**src/rtl/dot_update_scheduler_pkg.sv**
```systemverilog
// Shared plot-area constants and FSM encoding for the dot update scheduler.
// The plot constants are also consumed by the VGA pattern generator.
package dot_update_scheduler_pkg;

  localparam logic [9:0] ORIGIN_X = 10'd170;
  localparam logic [9:0] ORIGIN_Y = 10'd141;
  localparam logic [9:0] MAX_X    = 10'd580;
  localparam logic [9:0] MAX_Y    = 10'd218;

  localparam int DEPTH = 4;
  localparam int PTR_W = $clog2(DEPTH);
  localparam int CNT_W = PTR_W + 1;

  typedef enum logic [1:0] {
    IDLE   = 2'd0,
    COMMIT = 2'd1,
    HOLD   = 2'd2
  } state_e;

  // Saturate a 9-bit offset to the largest legal offset for its axis.
  function automatic logic [9:0] clamp_offset(input logic [8:0] off, input logic [9:0] lim);
    return ({1'b0, off} > lim) ? lim : {1'b0, off};
  endfunction

endpackage

```
**src/rtl/dot_update_scheduler_dot_fifo.sv**
```systemverilog
// Synchronous FIFO holding committed-ready dot coordinates.
// Occupancy is kept in its own register so full/empty never depend on pointer arithmetic.
module dot_fifo #(
  parameter int WIDTH = 20,
  parameter int DEPTH = 4
) (
  input  logic                       clk,
  input  logic                       rst_n,
  input  logic                       push_i,
  input  logic [WIDTH-1:0]           data_i,
  input  logic                       pop_i,
  output logic [WIDTH-1:0]           data_o,
  output logic [$clog2(DEPTH):0]     count_o
);

  localparam int PW = $clog2(DEPTH);
  localparam int CW = PW + 1;

  logic [WIDTH-1:0] mem_q [DEPTH];
  logic [PW-1:0]    wr_ptr_q;
  logic [PW-1:0]    rd_ptr_q;
  logic [CW-1:0]    count_q;

  always_ff @(posedge clk) begin
    if (push_i) begin
      mem_q[wr_ptr_q] <= data_i;
    end
  end

  always_ff @(posedge clk or negedge rst_n) begin
    if (!rst_n) begin
      wr_ptr_q <= '0;
      rd_ptr_q <= '0;
      count_q  <= '0;
    end else begin
      if (push_i) begin
        wr_ptr_q <= wr_ptr_q + PW'(1);
      end
      if (pop_i) begin
        rd_ptr_q <= rd_ptr_q + PW'(1);
      end
      count_q <= count_q + CW'(push_i) - CW'(pop_i);
    end
  end

  assign data_o  = mem_q[rd_ptr_q];
  assign count_o = count_q;

endmodule

```
**src/rtl/dot_update_scheduler.sv**
```systemverilog
// Arbitrates two dot-offset requesters, clamps and buffers them, and commits
// at most one buffered coordinate per vertical-blank interval.
module dot_update_scheduler
  import dot_update_scheduler_pkg::*;
(
  input  logic       CLOCK_50,
  input  logic       reset_n,
  input  logic [1:0] req_valid,
  output logic [1:0] req_ready,
  input  logic [8:0] req_x0,
  input  logic [8:0] req_y0,
  input  logic [8:0] req_x1,
  input  logic [8:0] req_y1,
  input  logic       vblank,
  output logic [9:0] dot_x,
  output logic [9:0] dot_y,
  output logic       dot_valid,
  output logic       frame_commit,
  output logic       clip,
  output logic [2:0] fifo_level
);

  state_e           state_q;
  logic             rr_q;
  logic             vblank_q;
  logic             clip_q;
  logic             dot_valid_q;
  logic             frame_commit_q;
  logic [9:0]       dot_x_q;
  logic [9:0]       dot_y_q;

  logic [CNT_W-1:0] count;
  logic [19:0]      fifo_head;
  logic             full;
  logic             push;
  logic             pop;
  logic             grant_sel;
  logic [8:0]       sel_x;
  logic [8:0]       sel_y;
  logic [9:0]       x_c;
  logic [9:0]       y_c;
  logic             clamp_hit;
  logic             vb_rise;

  // Space is judged on the registered count only, so a same-cycle pop never frees a slot.
  assign full = (count == CNT_W'(DEPTH));

  always_comb begin
    req_ready = 2'b00;
    if (!full) begin
      if (&req_valid) begin
        req_ready = rr_q ? 2'b01 : 2'b10;
      end else begin
        req_ready = req_valid;
      end
    end
  end

  assign push      = |(req_valid & req_ready);
  assign grant_sel = req_ready[1];
  assign sel_x     = grant_sel ? req_x1 : req_x0;
  assign sel_y     = grant_sel ? req_y1 : req_y0;
  assign x_c       = clamp_offset(sel_x, MAX_X);
  assign y_c       = clamp_offset(sel_y, MAX_Y);
  assign clamp_hit = ({1'b0, sel_x} > MAX_X) || ({1'b0, sel_y} > MAX_Y);

  assign vb_rise = vblank & ~vblank_q;
  assign pop     = (state_q == COMMIT) && (count != '0);

  dot_fifo #(
    .WIDTH (20),
    .DEPTH (DEPTH)
  ) u_fifo (
    .clk     (CLOCK_50),
    .rst_n   (reset_n),
    .push_i  (push),
    .data_i  ({ORIGIN_X + x_c, ORIGIN_Y + y_c}),
    .pop_i   (pop),
    .data_o  (fifo_head),
    .count_o (count)
  );

  always_ff @(posedge CLOCK_50 or negedge reset_n) begin
    if (!reset_n) begin
      rr_q     <= 1'b0;
      clip_q   <= 1'b0;
      vblank_q <= 1'b0;
    end else begin
      vblank_q <= vblank;
      if (push) begin
        rr_q <= grant_sel;
      end
      if (push && clamp_hit) begin
        clip_q <= 1'b1;
      end
    end
  end

  // The HOLD state keeps a long blanking interval from committing more than once.
  always_ff @(posedge CLOCK_50 or negedge reset_n) begin
    if (!reset_n) begin
      state_q        <= IDLE;
      dot_x_q        <= ORIGIN_X;
      dot_y_q        <= ORIGIN_Y;
      dot_valid_q    <= 1'b0;
      frame_commit_q <= 1'b0;
    end else begin
      frame_commit_q <= 1'b0;
      case (state_q)
        IDLE: begin
          if (vb_rise) begin
            state_q <= COMMIT;
          end
        end
        COMMIT: begin
          if (pop) begin
            dot_x_q        <= fifo_head[19:10];
            dot_y_q        <= fifo_head[9:0];
            dot_valid_q    <= 1'b1;
            frame_commit_q <= 1'b1;
          end
          state_q <= HOLD;
        end
        HOLD: begin
          if (!vblank_q) begin
            state_q <= IDLE;
          end
        end
        default: state_q <= IDLE;
      endcase
    end
  end

  assign dot_x        = dot_x_q;
  assign dot_y        = dot_y_q;
  assign dot_valid    = dot_valid_q;
  assign frame_commit = frame_commit_q;
  assign clip         = clip_q;
  assign fifo_level   = 3'(count);

endmodule

```
**config.mk**
```make
export PLATFORM = sky130hd
export DESIGN_NAME = dot_update_scheduler
export DESIGN_NICKNAME = d
export VERILOG_FILES = /design/src/rtl/dot_update_scheduler_pkg.sv /design/src/rtl/dot_update_scheduler_dot_fifo.sv /design/src/rtl/dot_update_scheduler.sv
export SDC_FILE = /design/constraint.sdc
export NUM_CORES = 1
export LEC_CHECK = 0
export CELL_PAD_IN_SITES_DETAIL_PLACEMENT = 1
export CELL_PAD_IN_SITES_GLOBAL_PLACEMENT = 1
export CORE_MARGIN = 2
export CORE_UTILIZATION = 39
export CTS_CLUSTER_SIZE = 28
export DETAILED_ROUTE_END_ITERATION = 8
export PLACE_DENSITY_LB_ADDON = 0.1
export SETUP_SLACK_MARGIN = 0.15
export SYNTH_ARGS = -nofsm -noshare
export SYNTH_HDL_FRONTEND = slang
export SYNTH_SLANG_ARGS = --single-unit
export TNS_END_PERCENT = 30
```
**constraint.sdc**
```tcl
create_clock -name CLOCK_50 -period 3.4 [get_ports CLOCK_50]
set_clock_uncertainty 0.2 [all_clocks]
set_input_delay 0.68 -clock CLOCK_50 [delete_from_list [all_inputs] [get_ports CLOCK_50]]
set_output_delay 0.68 -clock CLOCK_50 [all_outputs]
set_load 0.005 [all_outputs]
```
# --- Word-level counts from Yosys, hierarchy flattened ---
# Memory sizes are Yosys's and may differ from the RTL's. A register that Yosys moved wholly into a read port is not among the register bits.
# Index checks and enable logic that the tools add are counted.
op_classes:
  n_eq_ne: 5
  n_mux: 14
  addsub: 6
  magnitude_cmp: 2
  n_reduce_logical: 10
  n_bitwise: 3
ops:
  columns: ["op", "count"]
  rows:
  - ["$mux 9", 3]
  - ["$add 8x10->10 const A", 1]
  - ["$add 8x9->10 const A", 1]
  - ["$gt 9x10->1 const B", 1]
  - ["$mux 10", 1]
  - ["$mux 2", 5]
  - ["$gt 9x8->1 const B", 1]
  - ["$pmux 2 s3", 1]
  - ["$reduce_and 2->1", 3]
  - ["$add 2x1->2 const B", 2]
  - ["$mux 1", 4]
  - ["$ne 2x2->1 const B", 2]
  - ["$add 3x1->3", 1]
  - ["$eq 3x3->1 const B", 1]
  - ["$reduce_bool 3->1", 1]
  - ["$sub 3x1->3", 1]
  - ["$and 2x2->2", 1]
  - ["$eq 2x1->1 const B", 1]
  - ["$eq 2x2->1 const B", 1]
  - ["$logic_and 1x1->1", 2]
  - ["$logic_not 2->1", 1]
  - ["$reduce_or 2->1", 1]
  - ["$and 1x1->1", 1]
  - ["$logic_not 1->1", 1]
  - ["2 further kinds", 2]
word_totals:
  elab_cells: 50
  in_bits: 41
  mem_bits_rw: 80
  out_inout_bits: 28
  reg_bits: 14
  memories: 1
mem_list:
  columns: ["name", "words", "width", "rd", "rd_clocked_by_memory_dff", "write_ports", "line", "source"]
  rows:
  - ["u_fifo.mem_q", 4, 20, 1, 1, 1, "dot_update_scheduler_dot_fifo.sv:19", "logic [WIDTH-1:0] mem_q [DEPTH];"]

# --- Logic depth before layout (Yosys ltp) ---
# Gate-level depths: netlist (run 1).
logic_depth:
  word_depth: 7
  ltp_mapped: 14

# --- Hierarchy ---
# A second synthesis (run 1) with hierarchy kept.
unflattened:
  cells_unflattened: 319
  area_unflattened_um2: 5038.6
modules_own_cells:
  columns: ["mod", "cells_each", "area_per_inst_um2", "n_inst"]
  rows:
  - ["dot_fifo", 136, 3266.9, 1]
  - ["dot_update_scheduler", 183, 1771.7, 1]

# --- Worst setup path before layout (run 1) ---
# Ideal clock, no wire load.
synth_timing:
  kind: "register to register"
  from: "reg u_fifo.count_q[1], in the netlist u_fifo.count_o[1]"
  to: "mem u_fifo.mem_q[0][17] (data pin)"
  period_less_slack_ps: 3496
  arrival_time_ps: 3029
  path_slack_ps: -96
  stages_incl_launch_ff: 14
  setup_ps: 266
  path_buffers: 2
  path_cell_list: "dfrtp_1 > or3b_1 > buf_6 > nand2_8 > buf_2 > mux2i_1 > inv_1 > ha_1 > or2_2 > a211oi_1 > a211oi_2 > o21a_1 > xnor2_1 > mux2_2"
synth_between:
  elab_chain_len: 6
synth_lines:
  columns: ["item", "line", "source"]
  rows:
  - ["from (decl)", "dot_update_scheduler_dot_fifo.sv:22", "logic [CW-1:0] count_q;"]
  - ["from (signal assigned)", "dot_update_scheduler_dot_fifo.sv:42", "count_q <= count_q + CW'(push_i) - CW'(pop_i);"]
  - ["$eq 3x3->1 (*)", "dot_update_scheduler.sv:46", "assign full = (count == CNT_W'(DEPTH));"]
  - ["$mux 2 (*)", "dot_update_scheduler.sv:50", "if (!full) begin"]
  - ["$mux 9 (*)", "dot_update_scheduler.sv:61", "assign sel_x = grant_sel ? req_x1 : req_x0;"]
  - ["$gt 9x10->1", "dot_update_scheduler_pkg.sv:22", "return ({1'b0, off} > lim) ? lim : {1'b0, off};"]
  - ["$mux 10 (*)", "dot_update_scheduler_pkg.sv:22", null]
  - ["$add 8x10->10 (*)", "dot_update_scheduler.sv:77", ".data_i ({ORIGIN_X + x_c, ORIGIN_Y + y_c}),"]
  - ["net u_fifo.data_i[17]", "dot_update_scheduler_dot_fifo.sv:10", "input logic [WIDTH-1:0] data_i,"]
  - ["to (decl)", "dot_update_scheduler_dot_fifo.sv:19", null]
# The timed path passes the listed nets; every way through them passes the cells marked *.

# --- Final worst setup path (run 1) ---
layout_timing:
  from: "reg u_fifo.count_q[0], in the netlist u_fifo.count_o[0]"
  to: "mem u_fifo.mem_q[0][6] (data pin)"
layout_between:
  elab_chain_len: 6
layout_lines:
  columns: ["item", "line", "source"]
  rows:
  - ["$eq 3x3->1 (*)", "dot_update_scheduler.sv:46", null]
  - ["$mux 2 (*)", "dot_update_scheduler.sv:50", null]
  - ["$mux 9 (*)", "dot_update_scheduler.sv:62", "assign sel_y = grant_sel ? req_y1 : req_y0;"]
  - ["$gt 9x8->1", "dot_update_scheduler_pkg.sv:22", null]
  - ["$mux 9 (*)", "dot_update_scheduler_pkg.sv:22", null]
  - ["$add 8x9->10 (*)", "dot_update_scheduler.sv:77", null]
  - ["net u_fifo.data_i[6]", "dot_update_scheduler_dot_fifo.sv:10", null]
# Marked as above.

==> metrics.txt, run 1 <==
status=finished clean; clock slew at reported path FFs=about 0.060 ns; DR vias=3218; final estimated routing congestion in global placement=0.8337; fin. max-slew vios=0; Net Sw Frac=28.96%; fin crit share=97.54%; Leak Pwr=2.790 nW; Main synth FF type=edfxtp_1; area occupied by multi-input gates=1936 µm²; Tot Pwr=0.006333 W; Iteration-0 DRC Markers=127; clock power share=between 20% and 30%; Worst IR Drop VDD=394.6 µV; largest net degree at the start of global routing=35; Total Die Area=between 10000 and 15000 µm²; root buf cell=clkbuf_16; sequential area share after synthesis=63.61%; Flop pwr share=a little over a third; DR WL/cell=about 19 µm; First-pass DRT Iterations=4; most common cell after layout, fill and taps aside=edfxtp_1; clock buffer depth=2; synthesis-to-finish area growth=41.98%; Final nets=504; CTS H-tree depth=4; Psw=0.001834 W; max-cap viol count=0; DP HPWL=8213 µm; # fillers=1238; # IOs=69; RSZ-0062 raised after global routing=yes; TritonCTS buffer count=17; TNS Setup=0 ns; asr flop ratio synth=around 30%; EDFF count, synth=80; internal power=0.004499 W; Synth Area per Inst=between 15 and 20 µm²; fin crit period=3.316 ns; CP startpoint kind=register; row count=about 40; crit end category=register; vias per inst=roughly 5.0; GRT met3 Usage=under 10%; FF+latch count, synth=roughly 110; Cell Area, Synth=5130 µm²; number of hold violations in the final report=0; I/O Buffers=68; Die W=118.7 µm; pwr dens=869.5 nW/µm²; critical path required time=about 3.4 ns; first-pass GRT wire length=19350 µm; share of layout cells above drive strength 1=about two fifths; worst-path fanout max=4; Register Area=about 3300 µm²; post-route DRC violation count=0; total congestion overflow=0; initial antenna violation count=0; Ant. Diodes=0; number of global-route vias before repair=3606; Rel. slew slack=between 40% and 50%; layer with the highest usage=met2; Crit Path Class=register to register; setup violators final=0; M1 GR Usage=22.80%; Hold Crit Class=primary input to asynchronous set/reset pin; clock sinks=approximately 110; commonest cells after routing, fill and taps aside=edfxtp_1, buf_4, clkdlybuf4s50_1; Yosys cell types=60; Comb power frac=34.8%; Detailed Route WL=12160 µm; # hold bufs at CTS=0; Worst EP arrival=about 3.3 ns; Core Region=between 10000 and 15000 µm²; Worst-Margin Slew=0.8931 ns; die span in y=118.7 µm; TritonCTS clock tree=yes; YS warnings=0; Routed Antenna Nets=0; GRT Overall Usage=18.43%; Max Freq=301.5 MHz; Syn Inst Count=about 300; GR Util met2=30.75%; worst skew pair latency=a little over 0.4 ns; initial core utilization=40.32%
-- through the flow --
stage	std cells	setup slack, ns	util, %	hold slack, ns	cell area (µm²)
global placement	601	-0.4086	51.14	0.2204	6506
floorplan	311	0.1421	-	0.1844	5194
detailed placement	601	-0.5237	51.14	0.2256	6506
global route	639	-0.03030	57.25	0.2362	7283
finish	639	0.08363	57.25	0.1901	7283
CTS	637	0.1535	56.74	0.2108	7218
-- registers in the layout, indices dropped and copies added, names as in the netlist --
register	count
clip	1
dot_valid	1
dot_x	10
dot_y	10
frame_commit	1
rr_q	1
state_q	2
u_fifo.count_o	3
u_fifo.mem_q	80
u_fifo.rd_ptr_q	2
u_fifo.wr_ptr_q	2
vblank_q	1
-- power groups by stage --
stage / clock [W] / sequential [W] / combinational (W)
global route: 0.00191 / 0.00236 / 0.00239
CTS: 0.00185 / 0.00232 / 0.00220
finish: 0.00182 / 0.00231 / 0.00220
global placement: 0 / 0.00230 / 0.00209
floorplan: 0 / 0.00230 / 0.00118
detailed placement: 0 / 0.00234 / 0.00215
-- cells in the mapped netlist (5+ instances only) --
| master | number | area (µm²) |
|---|---|---|
| edfxtp_1 | 80 | 2402 |
| dfrtp_1 | 26 | 650.6 |
| mux2_2 | 23 | 259.0 |
| mux4_2 | 20 | 450.4 |
| nand2_1 | 12 | 45.04 |
| xnor2_1 | 11 | 96.34 |
| a21oi_1 | 9 | 45.04 |
| mux2i_1 | 9 | 90.09 |
| dfstp_2 | 8 | 210.2 |
| ha_1 | 8 | 100.1 |
| inv_1 | 8 | 30.03 |
| nor2_1 | 8 | 30.03 |
| xor2_1 | 8 | 70.07 |
| o21ai_0 | 5 | 25.02 |
-- timing repair --
action	in CTS	in global routing
setup buffers	4	2
pin swaps	19	14
endpoints found under the setup margin	21	20
gates resized for setup	24	9
-- critical path, cell delays in order, from the launching register on --
cell	delay, ns
dfrtp_1	0.38
or3b_4	0.43
buf_12	0.15
nand2_8	0.06
mux2_4	0.32
o221a_4	0.27
or2_4	0.24
ha_4	0.18
nor3_4	0.18
mux2i_2	0.11
o22ai_2	0.25
xnor2_2	0.16
nand2b_1	0.11
-- cell families after synthesis --
family | Yosys count | synth area share (%)
compound gates | 40 | 6.049
xor+xnor | 19 | 3.244
fa+ha+maj | 9 | 2.342
buf+inv | 19 | 1.780
flops | 114 | 63.61
mux | 55 | 16.59
other cells | 1 | 0.07310
simple gates | 51 | 6.317
-- cell type report --
cell class	instances	area share (%)
sequential	114	44.82
multi-input combinational	178	26.58
timing repair buffer	133	16.70
clock buffer	17	5.841
tap	172	2.955
clock inverter	15	2.525
inverter	10	0.5841
-- path summary, 6_finish.rpt --
path,start,endpoint,slack [ns],cells after the start
min in group CLOCK_50,vblank_q,state_q[0],0.24,1
max,u_fifo.count_o[0],u_fifo.mem_q[0][6],0.08,12
min,reset_n,dot_y[6],0.19,1
min reg2reg,vblank_q,state_q[0],0.24,1
max reg2reg,u_fifo.count_o[0],u_fifo.mem_q[0][6],0.08,12
max in group asynchronous,reset_n,u_fifo.count_o[1],2.19,1
-- metal layers --
layer	vias up	wire, µm
met1	1649	5213
met5	-	0
met2	76	6245
met3	16	459
met4	0	240
li1	1477	-
Note: power is estimated with default switching activity, not from simulation.
==> run 2: changes to the inputs <==
MAX_ROUTING_LAYER = met4   (was not set)
==> run 2 against run 1 <==
Clock power hardly changed. Register-to-register slack about the same. Final cell count did not move. Critical path type unchanged. Worst hold slack better by 0.0046 ns. Sequential power about the same. Non-clock buffer count unchanged. Count of clock-buffer cells in the layout stayed put. Core utilization stayed put. Setup slack lost 0.00070 ns. Largest cell class unchanged.
==> metrics.txt, run 2 (synthesis results as in run 1) <==
Worst-Margin Slew=0.8988 ns (+0.005697 ns); GR Util met2=30.75% (unchanged); largest net degree at the start of global routing=35 (unchanged); Crit Path Class=register to register; DR WL/cell=19.00 µm (-0.14%); most common cell after layout, fill and taps aside=edfxtp_1; Psw=0.001835 W (about the same); Cell Count, Final, Fillers Out=639 (unchanged); Most flops, register=u_fifo.mem_q; clock buffer depth=2 (unchanged); First-pass DRT Iterations=4 (unchanged); Flop pwr share=36.5% (about the same); layer with the highest usage=met2; CP Cell Sequence=or3b_4 > buf_12 > nand2_8 > mux2_4 > o221a_4 > or2_4 > ha_4 > nor3_4 > mux2i_2 > o22ai_2 > xnor2_2 > nand2b_1; synthesis-to-finish area growth=41.98% (unchanged); fin. max-slew vios=0 (unchanged); pwr dens=869.7 nW/µm² (about the same); Worst R2R Path Depth=12 (unchanged); max-cap viol count=0 (unchanged); # IOs=69 (unchanged); DR vias=3239 (+0.65%); GRT met3 Usage=4.826% (unchanged); crit end category=register; share of layout cells above drive strength 1=40.26% (unchanged); Stages on worst setup path=12 (unchanged); Routed Antenna Nets=0 (unchanged); GRT Overall Usage=18.97% (+0.54 points); row count=41 (unchanged); number of global-route vias before repair=3600 (-0.17%); worst-path fanout max=4 (unchanged); die span in y=118.7 µm (unchanged); post-place instance area=6506 µm² (unchanged); fin crit share=97.56% (about the same); Detailed Route WL=12140 µm (-0.14%); critical path's top delay family=simple AND/OR/NAND/NOR gates; Worst EP arrival=3.27 ns (about the same); root buf cell=clkbuf_16; clock slew at reported path FFs=0.06 ns (about the same); RSZ-0062 raised after global routing=yes; Net Sw Frac=28.97% (about the same); Final nets=504 (unchanged); number of hold violations in the final report=0 (unchanged); Die W=118.7 µm (unchanged); critical path required time=3.35 ns (about the same); status=finished clean; TritonCTS buffer count=17 (unchanged); Iteration-0 DRC Markers=116 (-8.7%); final estimated routing congestion in global placement=0.8466 (+1.5%); total congestion overflow=0 (unchanged); initial core utilization=40.32% (unchanged); CP Buf/Inv Count=1 (unchanged); initial antenna violation count=0 (unchanged); CTS H-tree depth=4 (unchanged); Hold Crit Class=primary input to asynchronous set/reset pin; post-route DRC violation count=0 (unchanged); Core Region=12720 µm² (unchanged); worst skew pair latency=0.41 ns (about the same); TritonCTS clock tree=yes; Ant. Diodes=0 (unchanged); M1 GR Usage=22.80% (unchanged); DP HPWL=8213 µm (unchanged); Max Freq=301.5 MHz (about the same); Worst path slowest cell=or3b_4; vias per inst=5.069 (+0.65%); fin crit period=3.317 ns (+0.0006965 ns); number of flip-flops in the largest register=80 (unchanged); Leak Pwr=2.790 nW (unchanged); crit-path max cell delay=0.43 ns (about the same); CP startpoint kind=register; Rel. slew slack=40.08% (-0.38 points); clock power share=28.7% (about the same); Tot Pwr=0.006334 W (about the same); Comb power frac=34.8% (about the same); Worst IR Drop VDD=394.6 µV (about the same); setup violators final=0 (unchanged); hold_ws=0.1947 ns (+0.004648 ns); first-pass GRT wire length=19330 µm (about the same); commonest cells after routing, fill and taps aside=edfxtp_1, buf_4, clkdlybuf4s50_1; Final Cell Area=7283 µm² (unchanged); Total Die Area=14090 µm² (unchanged); I/O Buffers=68 (unchanged); clock sinks=114 (unchanged); dpl cells=601 (unchanged); # hold bufs at CTS=0 (unchanged); internal power=0.004499 W (about the same)
## run 2: cell counts in the layout (fill, tap and decap cells not counted)
Identical to the previous run, type by type.
## run 2: per-layer routing
metal	vias up	wire length (µm)
li1	1476	-
met1	1671	5141
met2	75	6278
met3	17	467
met4	0	254
met5	-	0
## run 2: path summary, 6_finish.rpt
path,start,to,slack (ns)
setup / recovery,u_fifo.count_o[0],u_fifo.mem_q[0][6],0.08
hold / removal,reset_n,dot_y[6],0.19
setup reg to reg,u_fifo.count_o[0],u_fifo.mem_q[0][6],0.08
hold reg to reg,vblank_q,state_q[0],0.24
max in group asynchronous,reset_n,u_fifo.count_o[1],2.18
min in group CLOCK_50,vblank_q,state_q[0],0.24
## run 2: per-stage QoR
stage	utilization, %	setup TNS (ns)	worst slack [ns]
floorplan	-	0	0.1421
global placement	51.14	-6.870	-0.4086
detailed placement	51.14	-9.401	-0.5237
CTS	56.74	0	0.1535
global route	57.25	-0.1191	-0.03032
finish	57.25	0	0.08294
## run 2: final cells by class
class,count,area [µm²]
Sequential cell,114,3264
Multi-Input combinational cell,178,1936
Clock buffer,17,425.4
Clock inverter,15,183.9
Timing Repair Buffer,133,1216
Tap cell,172,215.2
Fill cell,1238,5439
Inverter,10,42.54
## run 2: what timing repair did
item / CTS / global route
pin swaps: 19 / 14
hold endpoints to repair: 0 / 0
endpoints found under the setup margin: 21 / 20
setup buffers: 4 / 2
cloned: 0 / 0
resized for setup: 24 / 9
## run 2: power groups by stage
stage               registers (W)  clock network, W  logic [W]
global route              0.00236           0.00191    0.00239
CTS                       0.00232           0.00185    0.00220
global placement          0.00230                 0    0.00209
detailed placement        0.00234                 0    0.00215
floorplan                 0.00230                 0    0.00118
finish                    0.00231           0.00182    0.00220
